**src/rtl/regfile_wb_arbiter.sv**
```systemverilog
// regfile_wb_arbiter
//
// Picks one register-file write per cycle from three sources:
//   - ALU write-back, taken directly when granted,
//   - load returns, buffered in a small in-order FIFO,
//   - debug writes, lowest priority. A debug write that waits too long is
//     promoted above everything else.
// The chosen write appears on the registered rf_* outputs one cycle after
// the grant. Writes to x0 complete their handshake but never assert rf_we.
// A per-register bitmap, pending, marks registers with a load in flight.
//
// Ports:
//   clock, reset                 rising-edge clock, synchronous active-high reset
//   alu_valid/rd/data, alu_ready ALU write-back request and grant
//   lsu_valid/rd/data, lsu_ready load-return request; ready = FIFO has room
//   dbg_valid/rd/data, dbg_ready debug write request and grant
//   ld_issue, ld_issue_rd        a load has issued to ld_issue_rd
//   pending                      outstanding-load bitmap (registered)
//   rf_we, rf_addr_rd, rf_data_rd registered register-file write port
//
// Handshake: a transfer happens on a source in every cycle where its valid
// and ready are both high. alu_ready and dbg_ready are combinational grants
// and are low whenever their valid is low. lsu_ready only reflects FIFO
// space. All readies are low while reset is high.
module regfile_wb_arbiter #(
    parameter int DBG_AGE_LIMIT  = 8,
    parameter int LSU_FIFO_DEPTH = 2
) (
    input  logic        clock,
    input  logic        reset,
    input  logic        alu_valid,
    input  logic [4:0]  alu_rd,
    input  logic [31:0] alu_data,
    output logic        alu_ready,
    input  logic        lsu_valid,
    input  logic [4:0]  lsu_rd,
    input  logic [31:0] lsu_data,
    output logic        lsu_ready,
    input  logic        dbg_valid,
    input  logic [4:0]  dbg_rd,
    input  logic [31:0] dbg_data,
    output logic        dbg_ready,
    input  logic        ld_issue,
    input  logic [4:0]  ld_issue_rd,
    output logic [31:0] pending,
    output logic        rf_we,
    output logic [4:0]  rf_addr_rd,
    output logic [31:0] rf_data_rd
);

    localparam int AGE_W = $clog2(DBG_AGE_LIMIT + 1);
    localparam int CNT_W = $clog2(LSU_FIFO_DEPTH + 1);
    localparam int PTR_W = (LSU_FIFO_DEPTH > 1) ? $clog2(LSU_FIFO_DEPTH) : 1;

    localparam logic [AGE_W-1:0] AGE_MAX  = AGE_W'(DBG_AGE_LIMIT);
    localparam logic [CNT_W-1:0] CNT_FULL = CNT_W'(LSU_FIFO_DEPTH);
    localparam logic [PTR_W-1:0] PTR_LAST = PTR_W'(LSU_FIFO_DEPTH - 1);

    typedef enum logic [1:0] {
        SRC_NONE,
        SRC_DBG,
        SRC_FIFO,
        SRC_ALU
    } src_e;

    // Load-return FIFO.
    logic [4:0]       fifo_rd   [LSU_FIFO_DEPTH];
    logic [31:0]      fifo_data [LSU_FIFO_DEPTH];
    logic [PTR_W-1:0] rd_ptr;
    logic [PTR_W-1:0] wr_ptr;
    logic [CNT_W-1:0] count;

    logic [AGE_W-1:0] dbg_age;

    src_e        grant_src;
    logic        fifo_empty;
    logic        fifo_full;
    logic        enq;
    logic        deq;
    logic [4:0]  head_rd;
    logic [31:0] head_data;
    logic [4:0]  gnt_rd;
    logic [31:0] gnt_data;
    logic [31:0] pending_next;
    logic [AGE_W-1:0] dbg_age_next;

    function automatic logic [PTR_W-1:0] ptr_inc(input logic [PTR_W-1:0] p);
        return (p == PTR_LAST) ? '0 : p + PTR_W'(1);
    endfunction

    assign fifo_empty = (count == '0);
    assign fifo_full  = (count == CNT_FULL);
    assign head_rd    = fifo_rd[rd_ptr];
    assign head_data  = fifo_data[rd_ptr];

    // Priority select. Grants are suppressed during reset so that any
    // handshake seen in a reset cycle is dropped.
    always_comb begin
        grant_src = SRC_NONE;
        if (!reset) begin
            if (dbg_valid && (dbg_age >= AGE_MAX)) begin
                grant_src = SRC_DBG;
            end else if (fifo_full) begin
                grant_src = SRC_FIFO;
            end else if (alu_valid) begin
                grant_src = SRC_ALU;
            end else if (!fifo_empty) begin
                grant_src = SRC_FIFO;
            end else if (dbg_valid) begin
                grant_src = SRC_DBG;
            end
        end
    end

    assign alu_ready = (grant_src == SRC_ALU);
    assign dbg_ready = (grant_src == SRC_DBG);
    assign lsu_ready = !reset && !fifo_full;

    assign enq = lsu_valid && lsu_ready;
    assign deq = (grant_src == SRC_FIFO);

    always_comb begin
        gnt_rd   = '0;
        gnt_data = '0;
        case (grant_src)
            SRC_DBG: begin
                gnt_rd   = dbg_rd;
                gnt_data = dbg_data;
            end
            SRC_FIFO: begin
                gnt_rd   = head_rd;
                gnt_data = head_data;
            end
            SRC_ALU: begin
                gnt_rd   = alu_rd;
                gnt_data = alu_data;
            end
            default: begin
                gnt_rd   = '0;
                gnt_data = '0;
            end
        endcase
    end

    // Age counts only while debug waits; any cycle without a debug request
    // or with a debug grant starts it over.
    always_comb begin
        dbg_age_next = '0;
        if (dbg_valid && !dbg_ready) begin
            dbg_age_next = (dbg_age < AGE_MAX) ? dbg_age + AGE_W'(1) : dbg_age;
        end
    end

    // Clear is applied before set so a same-cycle re-issue keeps the bit.
    always_comb begin
        pending_next = pending;
        if (deq) begin
            pending_next[head_rd] = 1'b0;
        end
        if (ld_issue) begin
            pending_next[ld_issue_rd] = 1'b1;
        end
        pending_next[0] = 1'b0;
    end

    // FIFO storage needs no reset: count and pointers define which slots
    // are live.
    always_ff @(posedge clock) begin
        if (enq) begin
            fifo_rd[wr_ptr]   <= lsu_rd;
            fifo_data[wr_ptr] <= lsu_data;
        end
    end

    always_ff @(posedge clock) begin
        if (reset) begin
            rd_ptr  <= '0;
            wr_ptr  <= '0;
            count   <= '0;
            dbg_age <= '0;
            pending <= '0;
        end else begin
            if (enq) begin
                wr_ptr <= ptr_inc(wr_ptr);
            end
            if (deq) begin
                rd_ptr <= ptr_inc(rd_ptr);
            end
            case ({enq, deq})
                2'b10:   count <= count + CNT_W'(1);
                2'b01:   count <= count - CNT_W'(1);
                default: count <= count;
            endcase
            dbg_age <= dbg_age_next;
            pending <= pending_next;
        end
    end

    // Write port: address/data update on every grant (including x0) and
    // hold otherwise; the enable is only raised for a real register.
    always_ff @(posedge clock) begin
        if (reset) begin
            rf_we      <= 1'b0;
            rf_addr_rd <= '0;
            rf_data_rd <= '0;
        end else if (grant_src != SRC_NONE) begin
            rf_we      <= (gnt_rd != 5'd0);
            rf_addr_rd <= gnt_rd;
            rf_data_rd <= gnt_data;
        end else begin
            rf_we <= 1'b0;
        end
    end

endmodule

```
**config.mk**
```make
export PLATFORM = sky130hd
export DESIGN_NAME = regfile_wb_arbiter
export DESIGN_NICKNAME = d
export VERILOG_FILES = /design/src/rtl/regfile_wb_arbiter.sv
export SDC_FILE = /design/constraint.sdc
export NUM_CORES = 1
export LEC_CHECK = 0
export BUFFER_PORTS_ARGS = -buffer_cell sky130_fd_sc_hd__buf_2
export CORE_ASPECT_RATIO = 1.2
export CORE_MARGIN = 5
export CORE_UTILIZATION = 45
export DETAILED_ROUTE_END_ITERATION = 8
export PLACE_DENSITY = 0.85
export SLEW_MARGIN = 20
export SYNTH_ARGS = -nofsm -noshare
export SYNTH_HDL_FRONTEND = slang
export SYNTH_SLANG_ARGS = --single-unit
export TNS_END_PERCENT = 10
```
**constraint.sdc**
```tcl
create_clock -name clock -period 3 [get_ports clock]
set_input_delay 0.45 -clock clock [delete_from_list [all_inputs] [get_ports clock]]
set_output_delay 0.45 -clock clock [all_outputs]
set_load 0.02 [all_outputs]
```
==> results of run 1 <==
synthesized netlist by cell type (all sizes together):
cell / n / area [µm²]
a2111oi: 1 / 27.53
a211oi: 6 / 50.05
a21o: 1 / 7.510
a21oi: 67 / 335.3
a221oi: 3 / 32.53
a222oi: 34 / 340.3
a31oi: 1 / 6.260
a41oi: 1 / 8.760
and2: 1 / 6.260
and3: 3 / 18.77
and3b: 1 / 8.760
buf: 21 / 153.9
clkbuf: 10 / 37.54
conb: 1 / 3.750
dfxtp: 78 / 1562
edfxtp: 74 / 2222
ha: 3 / 37.54
inv: 6 / 22.52
mux2: 34 / 386.6
mux2i: 4 / 43.79
nand2: 74 / 280.3
nand2b: 1 / 8.760
nand3: 3 / 15.01
nand3b: 4 / 30.03
nor2: 26 / 105.1
nor2b: 1 / 6.260
nor3: 1 / 5.000
nor3b: 5 / 42.54
o21ai: 32 / 160.2
or2: 1 / 6.260
or3: 4 / 25.02
xnor2: 3 / 26.28
xor2: 2 / 17.52
cells by family after synthesis:
kind of cell | after synthesis | synth area share
flip-flops | 152 | 0.6265
adder cells (fa/ha/maj) | 3 | 0.006216
AO/OA/AOI/OAI | 146 | 0.1603
other | 1 | 0.0006209
multiplexers | 38 | 0.07127
AND/OR/NAND/NOR | 125 | 0.09240
buffers and inverters | 37 | 0.03542
XOR/XNOR | 5 | 0.007252
power breakdown:
| group | internal [mW] | total (mW) | switching, mW |
|---|---|---|---|
| sequential | 2.38 | 2.51 | 0.135 |
| combinational | 0.492 | 1.18 | 0.692 |
| clock | 1.48 | 2.32 | 0.841 |
| total | 4.35 | 6.02 | 1.67 |
layer usage:
layer | global-route usage | wire (µm) | share of wire
met5 | 0 | 7 | 0.00043
met4 | 0.09607 | 392 | 0.024
met3 | 0.05705 | 1117 | 0.069
met2 | 0.3555 | 8551 | 0.53
met1 | 0.2266 | 6060 | 0.38
final timing paths:
kind	startpoint	endpoint	slack, ns
min	lsu_data[31]	fifo_data[0][31]$_DFFE_PP_	0.22
max	count[0]$_SDFFE_PP0P_	alu_ready	0.42
max reg2reg	count[0]$_SDFFE_PP0P_	fifo_data[0][5]$_DFFE_PP_	0.78
min reg2reg	rf_data_rd[5]$_SDFFE_PP0N_	rf_data_rd[5]$_SDFFE_PP0N_	0.45
through the flow:
step,cells,setup WS (ns),instance area [µm²],util
floorplan,507,0.4201,6042,-
global placement,848,0.7397,7156,0.5429
detailed placement,848,0.6943,7156,0.5429
CTS,880,0.3649,7806,0.5923
global route,881,0.2959,7809,0.5925
finish,882,0.4208,7811,0.5927
cell type report:
type / instances / share of cell area
Tap cell: 168 / 0.02691
Clock inverter: 14 / 0.02835
Timing Repair Buffer: 204 / 0.1374
Inverter: 6 / 0.002883
Sequential cell: 152 / 0.4845
Clock buffer: 18 / 0.05494
Antenna cell: 2 / 0.0006407
Multi-Input combinational cell: 318 / 0.2643
registers in the layout, indices dropped and copies added, names as in the netlist, named ones only:
name        count
count           2
dbg_age         4
fifo_data      64
fifo_rd        10
pending        31
rd_ptr          1
rf_addr_rd      5
rf_data_rd     32
rf_we           1
wr_ptr          1
==> reports/qor.txt, run 1 <==
number of H-tree levels -> 4
Final Setup Violations -> 0
final hold violation count -> 0
dpl hpwl -> 11390 µm
total of max-cap violations -> 0
WP data arrival -> 2.13 ns
Via Count -> 4898
worst slew pin tran -> 0.9721 ns
mean post-synth cell area -> 11.91 µm²
CTS tree -> done
Synth Cell Area -> 6040 µm²
largest net degree at the start of global routing -> 49
IO Count -> 195
Reg area -> 3785 µm²
hold buffer count at CTS -> 0
Initial Util -> 0.4582
gr usage total -> 0.2030
antenna violations before repair -> 2
drt via density -> 5.553
synth unique cells -> 43
Worst Hold Class -> in2reg
Clock Path Buffers -> 2
skew final -> 0.009716 ns
Critical Path RT -> 2.55 ns
commonest non-fill, non-tap cell in the layout -> buf_2
syn nets -> 632
Core ar. -> 13180 µm²
WL per Instance -> 18.29 µm
crit path kind -> reg2out
Slowest-stage cell, CP -> a211oi_4
WL final -> 16130 µm
Final period util -> 0.8597
LEAKAGE -> 3.104 nW
crit path max fanout -> 13
Clock Latency Late Sink -> 0.42 ns
Overflow after GRT -> 0
cts bufs inserted -> 17
Root Driver -> clkbuf_16
clock sinks -> 152
IO Port Bufs -> 193
Startpoint Class -> register
first-pass GRT wire length -> 24600 µm
First-pass DRT Iterations -> 9
CP Buf/Inv Count -> 2
Hold Path Cell Cnt -> 1
Die Width -> 115.8 µm
final net count -> 824
final setup TNS -> 0 ns
most frequent cells in the layout -> buf_2 (193), dfxtp_1 (77), edfxtp_1 (74)
outcome -> finished clean
number of synthesized register bits -> 152
RSZ-0062 raised after global routing -> false
GP Congestion -> 0.8159
vertical die dimension -> 136.9 µm
DRT iter0 DRCs -> 529
post-CTS setup buffer count -> 0
Slew Viols, Final -> 0
total power -> 6.019 mW
FF-to-FF path depth -> 5
area of the multi-input gates -> 2064 µm²
Worst path top cell family by delay -> compound AO/OA/AOI/OAI gates
Rel. slew slack -> 0.3506
Worst Setup End Kind -> primary output
Seq/Total Area, Yosys -> 0.6265
Layout Area Growth over Synthesis -> 29.33%
yosys warns -> 0
PostCTS Resize Cnt -> 0
fillers -> 1100
final antenna-violating net count -> 0
Reg clk slew, reported paths -> 0.06 ns
Synth Instances -> 507
FMAX -> 387.7 MHz
pwr/cell area -> 770.5 nW/µm²
WP depth -> 3
DRC viols -> 0
hold slack -> 0.2171 ns
vias in the first global route -> 4893
max incr delay on CP -> 0.71 ns
IR drop worst, VDD -> 530.6 µV
crit-path cells -> inv_1, a211oi_4, buf_2
row cnt -> 46
Die Area -> 15850 µm²
clock period minus final worst setup slack -> 2.579 ns
share of cells above drive strength 1 -> 0.3919
No activity file was read; power rests on OpenSTA's default activity.
==> inputs of run 2 (changes only) <==
--- a/config.mk
+++ b/config.mk
@@ -5,12 +5,14 @@
 export SDC_FILE = /design/constraint.sdc
 export NUM_CORES = 1
 export LEC_CHECK = 0
+export ABC_CLOCK_PERIOD_IN_PS = 3000
 export BUFFER_PORTS_ARGS = -buffer_cell sky130_fd_sc_hd__buf_2
 export CORE_ASPECT_RATIO = 1.2
 export CORE_MARGIN = 5
 export CORE_UTILIZATION = 45
 export DETAILED_ROUTE_END_ITERATION = 8
 export PLACE_DENSITY = 0.85
+export RECOVER_POWER = 25
 export SLEW_MARGIN = 20
 export SYNTH_ARGS = -nofsm -noshare
 export SYNTH_HDL_FRONTEND = slang
==> run 2 against run 1 <==
The flow now finishes with violations (DRC). Largest power group unchanged. Register-to-register slack about the same. Flip-flop and latch count unchanged. Maximum frequency decreased by 0.53%. Die area unchanged.
==> reports/qor.txt, run 2 (same netlist as run 1, synthesis figures left out) <==
outcome -> finished with violations (was finished clean)
failing checks -> DRC
Largest Register -> fifo_data (unchanged)
Rel. slew slack -> 0.3469 (was 0.3506)
final net count -> 824 (unchanged)
worst slew pin tran -> 0.9775 ns (was 0.9721 ns)
Reg clk slew, reported paths -> 0.06 ns (about the same)
Clock Path Buffers -> 2 (unchanged)
area of placed instances -> 7156 µm² (unchanged)
Net Sw Frac -> 0.2771 (was 0.2772)
WP data arrival -> 2.14 ns (was 2.13 ns)
CTS tree -> done (unchanged)
drt via density -> 5.550 (was 5.553)
post-CTS setup buffer count -> 0 (unchanged)
Internal -> 4.347 mW (was 4.350 mW)
Seq pwr share -> 0.418 (was 0.417)
Hold Path Cell Cnt -> 1 (unchanged)
hold buffer count at CTS -> 0 (unchanged)
IR drop worst, VDD -> 530.0 µV (was 530.6 µV)
most frequent cells in the layout -> buf_2 (174), dfxtp_1 (77), edfxtp_1 (74) (was buf_2 (193), dfxtp_1 (77), edfxtp_1 (74))
Overflow after GRT -> 0 (unchanged)
clock network fraction of total power -> 0.386 (about the same)
Critical Path RT -> 2.55 ns (about the same)
row cnt -> 46 (unchanged)
GP Congestion -> 0.8159 (unchanged)
Final period util -> 0.8643 (was 0.8597)
Worst Setup End Kind -> primary output (unchanged)
LEAKAGE -> 3.051 nW (was 3.104 nW)
Slowest-stage cell, CP -> a211oi_4 (unchanged)
Worst Hold Class -> in2reg (unchanged)
PostCTS Resize Cnt -> 0 (unchanged)
IO Port Bufs -> 193 (unchanged)
max incr delay on CP -> 0.72 ns (was 0.71 ns)
gr usage total -> 0.2030 (unchanged)
Largest register FFs -> 64 (unchanged)
Initial Util -> 0.4582 (unchanged)
pwr/cell area -> 772.2 nW/µm² (was 770.5 nW/µm²)
Root Driver -> clkbuf_16 (unchanged)
Hold Path End -> fifo_data[1][10]$_DFFE_PP_ (was fifo_data[0][31]$_DFFE_PP_)
fillers -> 1109 (was 1100)
number of H-tree levels -> 4 (unchanged)
dpl hpwl -> 11390 µm (unchanged)
Layout Area Growth over Synthesis -> 28.94% (was 29.33%)
IO Count -> 195 (unchanged)
min-delay src -> lsu_data[10] (was lsu_data[31])
WL per Instance -> 18.33 µm (was 18.29 µm)
Die Area -> 15850 µm² (unchanged)
WL final -> 16160 µm (was 16130 µm)
R2R setup slack -> 0.79 ns (was 0.78 ns)
Switching Power -> 1.666 mW (was 1.668 mW)
final antenna-violating net count -> 0 (unchanged)
FF-to-FF path depth -> 5 (unchanged)
Comb pwr share -> 0.196 (was 0.197)
total of max-cap violations -> 0 (unchanged)
worst r2r src -> count[0]$_SDFFE_PP0P_ (unchanged)
First-pass DRT Iterations -> 9 (unchanged)
skew final -> 0.009058 ns (was 0.009716 ns)
minimum setup slack in the final design -> 0.4072 ns (was 0.4208 ns)
hold slack -> 0.2203 ns (was 0.2171 ns)
Die Width -> 115.8 µm (unchanged)
clock period minus final worst setup slack -> 2.593 ns (was 2.579 ns)
largest net degree at the start of global routing -> 49 (unchanged)
RSZ-0062 raised after global routing -> false (unchanged)
first-pass GRT wire length -> 24600 µm (unchanged)
FMAX -> 385.7 MHz (was 387.7 MHz)
share of cells above drive strength 1 -> 0.3652 (was 0.3919)
DRT iter0 DRCs -> 484 (was 529)
Reg-to-Reg End -> fifo_data[0][5]$_DFFE_PP_ (unchanged)
Startpoint Class -> register (unchanged)
Finished Cell Area -> 7787 µm² (was 7811 µm²)
Final Setup Violations -> 0 (unchanged)
Via Count -> 4895 (was 4898)
commonest non-fill, non-tap cell in the layout -> buf_2 (unchanged)
antenna violations before repair -> 2 (unchanged)
crit path max fanout -> 13 (unchanged)
Finished Layout Cells -> 882 (unchanged)
vias in the first global route -> 4893 (unchanged)
final setup TNS -> 0 ns (unchanged)
vertical die dimension -> 136.9 µm (unchanged)
DRC viols -> 3 (was 0)
Top Registers -> fifo_data x64, rf_data_rd x32, pending x31 (unchanged)
Core ar. -> 13180 µm² (unchanged)
crit path kind -> reg2out (unchanged)
final hold violation count -> 0 (unchanged)
Slew Viols, Final -> 0 (unchanged)
CP Launch Point -> count[0]$_SDFFE_PP0P_ (unchanged)
placed insts -> 848 (unchanged)
cts bufs inserted -> 17 (unchanged)
clock sinks -> 152 (unchanged)
Place WS -> 0.6943 ns (unchanged)
crit-path cells -> inv_1, a211oi_4, buf_2 (unchanged)
Clock Latency Late Sink -> 0.42 ns (about the same)
## run 2: cell types whose count changed in the layout (fill, tap and decap cells not counted), sizes merged
cell    delta
clkbuf    +19
buf       -19
## run 2: critical path: cells and delay by family, from the launching register on
kind / cells / cell delay (ns)
flops: 1 / 0.56
buf+inv: 2 / 0.45
compound gates: 1 / 0.72
## run 2: worst max path at each step
stage,end,cells after the start
2_1_floorplan,fifo_data[0][0]$_DFFE_PP_,4
3_3_place_gp,alu_ready,4
3_5_place_dp,rf_data_rd[0]$_SDFFE_PP0N_,6
4_1_cts,alu_ready,3
5_1_grt,alu_ready,3
6_report,alu_ready,3
## run 2: per-stage QoR
step             util  total power [mW]
2_1_floorplan       -             3.356
3_3_place_gp   0.5429             3.708
3_5_place_dp   0.5429             3.739
4_1_cts        0.5923             6.065
5_1_grt        0.5907             6.259
6_report       0.5908             6.013
## run 2: area by class of cell
type	instances	area, µm²	share of cell area
Sequential cell	152	3785	0.4860
Multi-Input combinational cell	318	2064	0.2651
Timing Repair Buffer	204	1050	0.1348
Clock buffer	18	429.2	0.05511
Clock inverter	14	221.5	0.02844
Tap cell	168	210.2	0.02699
Inverter	6	22.52	0.002892
Antenna cell	2	5.005	0.0006427
## run 2: power by group through the flow
stage	clock network [mW]	logic [mW]	registers, mW
after CTS	2.36	1.19	2.51
after global routing	2.45	1.28	2.53
after floorplan	0	0.741	2.62
after detailed placement	0	1.18	2.55
final	2.32	1.18	2.51
after global placement	0	1.16	2.55
## run 2: per-layer routing
metal / routed length (µm) / vias to the layer above / track usage
li1: - / 2296 / -
met1: 6084 / 2344 / 0.2266
met2: 8494 / 219 / 0.3555
met3: 1175 / 34 / 0.05705
met4: 402 / 2 / 0.09607
met5: 7 / - / 0
